==> src/rtl/mem_arbiter_pkg.sv <==
// Shared definitions for the instruction/data memory arbiter:
// FSM state encoding, transaction owner, access width codes and defaults.
package mem_arbiter_pkg;

   typedef enum logic [1:0] {
      ST_IDLE = 2'b00,
      ST_REQ  = 2'b01,
      ST_RESP = 2'b10
   } state_e;

   typedef enum logic {
      OWN_FETCH = 1'b0,
      OWN_DATA  = 1'b1
   } owner_e;

   localparam logic [1:0] WIDTH_BYTE = 2'b00;
   localparam logic [1:0] WIDTH_HALF = 2'b01;
   localparam logic [1:0] WIDTH_WORD = 2'b10;

   localparam int unsigned STARVE_LIMIT_DEFAULT = 4;

   localparam logic [31:0] WORD_ALIGN_MASK = 32'hFFFF_FFFC;

   // Clear the two byte-offset bits so the memory always sees a word address.
   function automatic logic [31:0] word_align(input logic [31:0] addr);
      return addr & WORD_ALIGN_MASK;
   endfunction

endpackage

==> src/rtl/mem_arbiter_be_gen.sv <==
// Byte-enable and write-lane replication for sub-word stores.
// Purely combinational; the arbiter registers the results on grant.
module mem_be_gen
   import mem_arbiter_pkg::*;
(
   input  logic [1:0]  width_i,
   input  logic [1:0]  addr_lo_i,
   input  logic [31:0] wdata_i,
   output logic [3:0]  be_o,
   output logic [31:0] wdata_o
);

   // Select lanes from access width and byte offset; replicate store data onto every lane.
   always_comb begin
      be_o    = 4'b0000;
      wdata_o = 32'h0000_0000;
      case (width_i)
         WIDTH_BYTE: begin
            be_o    = 4'b0001 << addr_lo_i;
            wdata_o = {4{wdata_i[7:0]}};
         end
         WIDTH_HALF: begin
            // Half-word accesses ignore addr[0]; only the upper/lower half is selected.
            be_o    = 4'b0011 << {addr_lo_i[1], 1'b0};
            wdata_o = {2{wdata_i[15:0]}};
         end
         default: begin
            // Word (10) and the unused code 11 both mean a full word.
            be_o    = 4'b1111;
            wdata_o = wdata_i;
         end
      endcase
   end

endmodule

==> src/rtl/mem_arbiter.sv <==
// Two-port (instruction fetch / data) arbiter onto a single memory port.
// One transaction outstanding at a time; data has priority unless fetch has
// been stalled for STARVE_LIMIT cycles.
module mem_arbiter
   import mem_arbiter_pkg::*;
#(
   parameter int unsigned STARVE_LIMIT = STARVE_LIMIT_DEFAULT
) (
   input  logic        clk,
   input  logic        rst,
   // instruction fetch port
   input  logic        i_valid_i,
   output logic        i_ready_o,
   input  logic [31:0] i_addr_i,
   output logic        i_rvalid_ro,
   output logic [31:0] i_rdata_ro,
   // data port
   input  logic        d_valid_i,
   output logic        d_ready_o,
   input  logic [31:0] d_addr_i,
   input  logic [31:0] d_wdata_i,
   input  logic        d_write_i,
   input  logic [1:0]  d_width_i,
   output logic        d_rvalid_ro,
   output logic [31:0] d_rdata_ro,
   // memory port
   output logic        m_valid_ro,
   input  logic        m_ready_i,
   output logic [31:0] m_addr_ro,
   output logic [31:0] m_wdata_ro,
   output logic        m_write_ro,
   output logic [3:0]  m_be_ro,
   input  logic        m_rvalid_i,
   input  logic [31:0] m_rdata_i
);

   localparam logic [3:0] LIMIT = STARVE_LIMIT[3:0];

   state_e      state_q;
   owner_e      owner_q;
   logic [3:0]  starve_q;
   logic [3:0]  starve_d;

   logic        m_valid_q;
   logic [31:0] m_addr_q;
   logic [31:0] m_wdata_q;
   logic        m_write_q;
   logic [3:0]  m_be_q;
   logic        i_rvalid_q;
   logic [31:0] i_rdata_q;
   logic        d_rvalid_q;
   logic [31:0] d_rdata_q;

   logic        fetch_pri_s;
   logic        grant_i_s;
   logic        grant_d_s;
   logic [3:0]  be_s;
   logic [31:0] wdata_rep_s;

   mem_be_gen u_be_gen (
      .width_i   (d_width_i),
      .addr_lo_i (d_addr_i[1:0]),
      .wdata_i   (d_wdata_i),
      .be_o      (be_s),
      .wdata_o   (wdata_rep_s)
   );

   // Grants only exist in IDLE; the starved fetch overrides data priority.
   assign fetch_pri_s = i_valid_i && (starve_q == LIMIT);
   assign grant_d_s   = (state_q == ST_IDLE) && d_valid_i && !fetch_pri_s;
   assign grant_i_s   = (state_q == ST_IDLE) && i_valid_i && (fetch_pri_s || !d_valid_i);

   assign i_ready_o = grant_i_s;
   assign d_ready_o = grant_d_s;

   // Starvation counter: counts every cycle a fetch waits, saturates at the limit.
   always_comb begin
      starve_d = starve_q;
      if (!i_valid_i || grant_i_s) begin
         starve_d = 4'd0;
      end else if (starve_q != LIMIT) begin
         starve_d = starve_q + 4'd1;
      end else begin
         starve_d = starve_q;
      end
   end

   // Starvation counter register.
   always_ff @(posedge clk or posedge rst) begin
      if (rst) begin
         starve_q <= 4'd0;
      end else begin
         starve_q <= starve_d;
      end
   end

   // Transaction FSM with registered memory request and response outputs.
   always_ff @(posedge clk or posedge rst) begin
      if (rst) begin
         state_q    <= ST_IDLE;
         owner_q    <= OWN_FETCH;
         m_valid_q  <= 1'b0;
         m_addr_q   <= 32'h0000_0000;
         m_wdata_q  <= 32'h0000_0000;
         m_write_q  <= 1'b0;
         m_be_q     <= 4'b0000;
         i_rvalid_q <= 1'b0;
         i_rdata_q  <= 32'h0000_0000;
         d_rvalid_q <= 1'b0;
         d_rdata_q  <= 32'h0000_0000;
      end else begin
         // Response pulses last exactly one cycle.
         i_rvalid_q <= 1'b0;
         d_rvalid_q <= 1'b0;
         case (state_q)
            ST_IDLE: begin
               if (grant_d_s) begin
                  owner_q   <= OWN_DATA;
                  m_valid_q <= 1'b1;
                  m_addr_q  <= word_align(d_addr_i);
                  m_wdata_q <= wdata_rep_s;
                  m_write_q <= d_write_i;
                  m_be_q    <= be_s;
                  state_q   <= ST_REQ;
               end else if (grant_i_s) begin
                  owner_q   <= OWN_FETCH;
                  m_valid_q <= 1'b1;
                  m_addr_q  <= word_align(i_addr_i);
                  m_wdata_q <= 32'h0000_0000;
                  m_write_q <= 1'b0;
                  m_be_q    <= 4'b1111;
                  state_q   <= ST_REQ;
               end else begin
                  state_q   <= ST_IDLE;
               end
            end
            ST_REQ: begin
               if (m_ready_i) begin
                  m_valid_q <= 1'b0;
                  // Stores need no response; reads wait for m_rvalid_i.
                  state_q   <= m_write_q ? ST_IDLE : ST_RESP;
               end else begin
                  state_q   <= ST_REQ;
               end
            end
            ST_RESP: begin
               if (m_rvalid_i) begin
                  if (owner_q == OWN_DATA) begin
                     d_rdata_q  <= m_rdata_i;
                     d_rvalid_q <= 1'b1;
                  end else begin
                     i_rdata_q  <= m_rdata_i;
                     i_rvalid_q <= 1'b1;
                  end
                  state_q <= ST_IDLE;
               end else begin
                  state_q <= ST_RESP;
               end
            end
            default: begin
               m_valid_q <= 1'b0;
               state_q   <= ST_IDLE;
            end
         endcase
      end
   end

   assign m_valid_ro  = m_valid_q;
   assign m_addr_ro   = m_addr_q;
   assign m_wdata_ro  = m_wdata_q;
   assign m_write_ro  = m_write_q;
   assign m_be_ro     = m_be_q;
   assign i_rvalid_ro = i_rvalid_q;
   assign i_rdata_ro  = i_rdata_q;
   assign d_rvalid_ro = d_rvalid_q;
   assign d_rdata_ro  = d_rdata_q;

endmodule

==> config.mk <==
export PLATFORM = sky130hd
export DESIGN_NAME = mem_arbiter
export DESIGN_NICKNAME = d
export VERILOG_FILES = /design/src/rtl/mem_arbiter_pkg.sv /design/src/rtl/mem_arbiter_be_gen.sv /design/src/rtl/mem_arbiter.sv
export SDC_FILE = /design/constraint.sdc
export NUM_CORES = 1
export LEC_CHECK = 0
export ABC_CLOCK_PERIOD_IN_PS = 6250
export BUFFER_PORTS_ARGS = -buffer_cell sky130_fd_sc_hd__buf_2
export CAP_MARGIN = 20
export CORE_ASPECT_RATIO = 1.5
export CORE_MARGIN = 2
export CORE_UTILIZATION = 27
export DETAILED_ROUTE_END_ITERATION = 7
export HOLD_SLACK_MARGIN = 0.08
export PLACE_DENSITY = 0.54
export SLEW_MARGIN = 10
export SYNTH_ARGS = -nofsm -noshare
export SYNTH_HDL_FRONTEND = slang
export SYNTH_HIERARCHICAL = 1
export SYNTH_SLANG_ARGS = --single-unit
==> constraint.sdc <==
create_clock -name clk -period 6.25 [get_ports clk]
set_input_delay 1.25 -clock clk [delete_from_list [all_inputs] [get_ports clk]]
set_output_delay 1.25 -clock clk [all_outputs]
set_load 0.05 [all_outputs]
==> results of run 1 <==
## cell usage after synthesis, types with 2 or more instances
cell / n
dfrtp_1: 141
mux2_2: 79
nor2_1: 63
a22o_1: 33
a21oi_1: 31
a221oi_1: 30
buf_2: 23
nand2_1: 13
buf_4: 10
mux2i_1: 8
o21ai_2: 8
buf_6: 6
clkbuf_1: 6
inv_1: 6
o21bai_1: 4
o22a_1: 4
o21ai_0: 3
and2_1: 2
ha_1: 2
nand2b_1: 2
nand3_1: 2
or2_2: 2
xor2_1: 2
## worst max path at each step
stage | slack [ns] | cells after the start | to
after floorplan | 1.22 | 1 | d_rdata_ro[0]
after global placement | 2.80 | 5 | d_ready_o
after detailed placement | 2.80 | 5 | d_ready_o
after CTS | 2.69 | 3 | i_ready_o
after global routing | 2.73 | 4 | i_ready_o
final | 2.84 | 5 | d_ready_o
## routing by layer
layer	global-route usage	vias to the layer above	wire (um)
li1	-	2307	-
met1	0.176	2410	7300
met2	0.239	170	8940
met3	0.0388	24	1020
met4	0.0702	0	487
met5	0	-	0
## cell type report
class                           count  area (um^2)
Timing Repair Buffer              278         1430
Inverter                            7         31.3
Multi-Input combinational cell    306         2370
Tap cell                          280          350
Clock buffer                       17          425
Sequential cell                   141         3530
Fill cell                        2308        14400
Antenna cell                        1         2.50
Clock inverter                     15          221
## registers in the layout (all words and copies together), names as in the netlist
register and count:
d_rdata_ro 32, i_rdata_ro 32, m_wdata_ro 32, m_addr_ro 30
m_be_ro 4, starve_q 4, state_q 2, d_rvalid_ro 1
i_rvalid_ro 1, m_valid_ro 1, m_write_ro 1, owner_q 1
## per-stage QoR
stage / setup slack (ns) / power, mW / cell area [um^2] / util / hold slack (ns)
after floorplan: 1.22 / 3.73 / 6220 / - / 0.508
after global placement: 2.80 / 4.39 / 7680 / 0.337 / 0.474
after detailed placement: 2.80 / 4.42 / 7680 / 0.337 / 0.482
after CTS: 2.69 / 5.57 / 8320 / 0.365 / 0.496
after global routing: 2.73 / 5.79 / 8360 / 0.367 / 0.510
final: 2.84 / 5.51 / 8360 / 0.367 / 0.496
## power by group
part	switching [mW]	leakage [nW]	internal, mW	total [mW]
clock network	0.417	0.305	0.707	1.12
registers	0.210	1.71	1.33	1.54
logic	2.11	2.11	0.736	2.85
total	2.74	4.12	2.77	5.51
## cell families after synthesis
logic type,Yosys count,share of synthesized area
DFF,141,0.568
AOI/OAI and AO/OA,118,0.144
and+or+nand+nor,94,0.0716
muxes,88,0.158
buffers and inverters,53,0.0517
adders and majority gates,2,0.00402
xor gates and xnor gates,2,0.00282
other,1,0.000603
==> out/metrics.cfg, run 1 <==
[clocking]
root_buffer=clkbuf_16
cts_tree=done
path_clk_slew_ns=0.06
cts.htree.levels=4
cts_buffer_depth=2
cts_resized=0
numCtsBuffers=17
cts_hold_buf=0
cts_sinks=141
cts_setup_buffers=0
clock_latency_ns=0.42

[timing]
fmax_mhz=293
setup_violations=0
hold_viol=0
tightest_slew_ns=0.884
setup_tns_ns=0
fin_crit_ns=3.41
finalCritPeriodShare=0.546
skew_ns=0.00700
slew_violations=0
rsz0062_at_grt=false
relSlewSlack=0.410

[critical_path]
cp-end-kind=output port
cp.required_ns=5.00
crit_arrival_ns=2.16
r2r_end=m_wdata_ro[2]
path_class=input port to output port
crit_top_cell=buf_2
cp_num_buf_inv=3
reg2reg_from=state_q[0]
worstPathCellList=buf_2, nand4b_4, nand3_2, inv_2, buf_2
worstPathMaxFanout=7
slowest_delay_ns=0.27
r2r_slack_ns=4.21
cp_top_family=buffers and inverters
start_kind=input port
cp_slowest_cell=buf_2
reg2reg_depth=4
cp-startpoint=i_valid_i

[grt]
grt_overflow=0
track_usage=0.145
grt_max_degree=94
antenna_found_initial=1
grt_pass1_wl_um=27200
grt_pass1_vias=4869

[finish]
fin_nets=890
layout_common_cells=buf_2, dfrtp_1, mux2_2
syn_to_final_growth_pct=34.5
drive_gt1_frac=0.533
fin_cells=1045
final_common_cell=buf_2

[floorplanning]
die_w_um=128
die_h_um=190
row_count=68
core_area_um2=22800
initial_utilization=0.273
ios=275
dieArea_um2=24300

[logic_synthesis]
syn_area_um2=6220
synth-seq-cells=141
synth_area_leaders=dfrtp_1, mux2_2, a22o_1, a221oi_1, nor2_1
synth.distinct_cells=42
synthFlopType=dfrtp_1
synth_edf_count=0
synth_top_area_cell=dfrtp_1
netlist_instances=499
syn_avg_cell_area_um2=12.5
async_flop_share=1.00
synth_top_area_frac=0.568
ys_warn_count=6
ys_seq_area_frac=0.568

[detailed_routing]
antenna_left=0
first_iter_violations=200
vias=4911
drc_errors=0
via_per_inst=4.70
dr.pass1.iters=4
wire_per_inst_um=17.0
drt_wl_total_um=17700

[flow_run]
max_cap_violations=0

[placed_design]
dp_hpwl_um=12200
routabilityCongestion=0.749
place_inst=1010
io_buffers=270

[min_path]
worstHoldEndpoint=m_valid_ro
min_from=m_valid_ro
hp-class=register to register
min_path_cells=1

[run_status]
status=complete, no violations

[pwr]
p_leak_nw=4.12
vdd_drop_max_v=0.000214
power_density_nw_per_um2=659

Power figures use the tool's default switching activity.
==> inputs of run 2 (changes only) <==
--- a/config.mk
+++ b/config.mk
@@ -5,7 +5,7 @@
 export SDC_FILE = /design/constraint.sdc
 export NUM_CORES = 1
 export LEC_CHECK = 0
-export ABC_CLOCK_PERIOD_IN_PS = 6250
+export ABC_CLOCK_PERIOD_IN_PS = 3300
 export BUFFER_PORTS_ARGS = -buffer_cell sky130_fd_sc_hd__buf_2
 export CAP_MARGIN = 20
 export CORE_ASPECT_RATIO = 1.5
==> constraint.sdc (replaced) <==
create_clock -name clk -period 3.3 [get_ports clk]
set_input_delay 0.66 -clock clk [delete_from_list [all_inputs] [get_ports clk]]
set_output_delay 0.66 -clock clk [all_outputs]
set_load 0.05 [all_outputs]
==> run 2 against run 1 <==
  * Sequential share of layout area is essentially flat
  * Combinational power rose by 88%
  * Clock power is 84% higher
  * Via count down 1.0%
  * Setup slack lost 2.0 ns
  * Global-route usage is 0.17 points lower
  * Total power increased by 87%
  * Die area is the same
  * Flip-flop and latch count is the same
  * Critical path depth grew 1
  * Final cell count unchanged
  * Clock-buffer cell count is 5 higher
  * Largest cell class unchanged
  * Highest routed layer unchanged
==> out/metrics.cfg, run 2 (same netlist as run 1, synthesis figures left out) <==
[finish]
syn_to_final_growth_pct=34.5  ; about the same
n_antenna_cell=0  ; -1
multiInputGateArea_um2=2370  ; unchanged
drive_gt1_frac=0.531  ; -0.00200
nFillCells=2322  ; +0.61%
final_common_cell=buf_2
fin_cells=1045  ; unchanged
seqCellArea_um2=3530  ; unchanged
fin_nets=892  ; +0.22%
layout_common_cells=buf_2, dfrtp_1, mux2_2
fin_util=0.367  ; about the same

[pwr]
p_seq_frac=0.282  ; +0.003
vdd_drop_max_v=0.000494  ; +130%
clkPwrFrac=0.200  ; -0.004
switching_share=0.495  ; -0.00239
pwr-share-comb=0.518  ; about the same
power_density_nw_per_um2=1230  ; +87%
p_sw_mw=5.11  ; +87%
p_int_mw=5.22  ; +88%
p_leak_nw=4.13  ; +0.23%

[clocking]
clock_latency_ns=0.43  ; about the same
cts_sinks=141  ; unchanged
cts_tree=done
cts_buffer_depth=2  ; unchanged
numCtsBuffers=17  ; unchanged
path_clk_slew_ns=0.06  ; about the same
cts_hold_buf=0  ; unchanged
root_buffer=clkbuf_16
cts_resized=0  ; unchanged
cts_setup_buffers=0  ; unchanged
cts.htree.levels=4  ; unchanged

[floorplanning]
ios=275  ; unchanged
die_w_um=128  ; unchanged
initial_utilization=0.273  ; unchanged
core_area_um2=22800  ; unchanged
dieArea_um2=24300  ; unchanged
die_h_um=190  ; unchanged
row_count=68  ; unchanged

[detailed_routing]
vias=4860  ; -1.0%
drt_wl_total_um=17400  ; -2.0%
antenna_left=0  ; unchanged
via_per_inst=4.65  ; -1.0%
wire_per_inst_um=16.6  ; -2.0%
dr.pass1.iters=4  ; unchanged
first_iter_violations=185  ; -7.5%
drc_errors=0  ; unchanged

[critical_path]
reg2reg_from=state_q[0]
r2r_slack_ns=1.26  ; -2.95 ns
cp-end-kind=output port
reg2reg_depth=4  ; unchanged
cp-endpoint=d_ready_o
r2r_end=m_wdata_ro[7]
path_class=register to output port
start_kind=register
cp.required_ns=2.64  ; -2.36 ns
cp-startpoint=starve_q[0]
crit_arrival_ns=1.85  ; -0.31 ns
worstPathMaxFanout=7  ; unchanged

[grt]
antenna_found_initial=0  ; -1
track_usage=0.144  ; -0.00171
grt_overflow=0  ; unchanged
grt_max_degree=63  ; -33%
grt_pass1_wl_um=26800  ; -1.1%
grt_pass1_vias=4896  ; +0.55%

[min_path]
hp-class=input port to asynchronous set/reset pin

[timing]
skew_ns=0.0166  ; +0.00963 ns
finalCritPeriodShare=0.759
fmax_mhz=399
tightest_slew_ns=0.709  ; -0.175 ns
setup_violations=0  ; unchanged
hold_viol=0  ; unchanged
relSlewSlack=0.526  ; +0.115
slew_violations=0  ; unchanged
rsz0062_at_grt=false
setup_tns_ns=0  ; unchanged
hold-worst-slack_ns=0.295  ; -0.201 ns
fin_crit_ns=2.51

[placed_design]
routabilityCongestion=0.762  ; +1.8%
io_buffers=270  ; unchanged
place_inst=1014  ; +0.40%
dp_hpwl_um=12200  ; +0.10%

[run_status]
status=complete, no violations

[flow_run]
max_cap_violations=0  ; unchanged

## run 2: cell count changes in the layout (fill, tap and decap cells not counted), sizes merged
cell / change
clkinv: -3
buf: +2
bufinv: -1
clkinvlp: -2
clkbuf: +5
diode: -1
## run 2: worst min-delay path by stage
stage                   startpoint              to  slack [ns]  cells after the start
floorplan              starve_q[0]     starve_q[0]        0.51                      1
global placement    d_rdata_ro[11]  d_rdata_ro[11]        0.48                      1
detailed placement  d_rdata_ro[11]  d_rdata_ro[11]        0.49                      1
CTS                            rst  m_wdata_ro[16]        0.28                      2
global route                   rst   d_rdata_ro[2]        0.31                      2
finish                         rst   d_rdata_ro[2]        0.30                      2
## run 2: power by group through the flow
stage	sequential [mW]	combinational [mW]	clock [mW]
floorplan	5.58	1.50	0
global placement	2.93	5.38	0
detailed placement	2.93	5.42	0
CTS	2.92	5.42	2.13
global route	3.01	5.65	2.20
finish	2.91	5.35	2.06
## run 2: cell type report
class,count,share of cell area
sequential,141,0.422
multi-input combinational,306,0.283
timing repair buffer,280,0.174
clock buffer,22,0.0567
tap,280,0.0419
clock inverter,9,0.0190
inverter,7,0.00359
## run 2: through the flow
step	total power, mW	setup WS [ns]	instance area (um^2)
2_1_floorplan	7.07	0.821	6220
3_3_place_gp	8.31	0.724	7730
3_5_place_dp	8.36	0.693	7730
4_1_cts	10.5	0.729	8360
5_1_grt	10.9	0.653	8360
6_report	10.3	0.795	8360
## run 2: worst max-delay path, stage by stage (launching register included)
cell and delay [ns]:
dfrtp_1 0.41, inv_1 0.06, ha_1 0.24, nand4b_4 0.15, nand3_2 0.16, inv_2 0.14
buf_2 0.27
## run 2: per-layer routing
layer / GRT usage / wire length, um / vias up / part of all wire
li1: - / - / 2301 / -
met2: 0.251 / 9060 / 181 / 0.52
met5: 0 / 0 / - / 0
met1: 0.164 / 6890 / 2356 / 0.40
met3: 0.0397 / 1050 / 22 / 0.060
met4: 0.0613 / 382 / 0 / 0.022
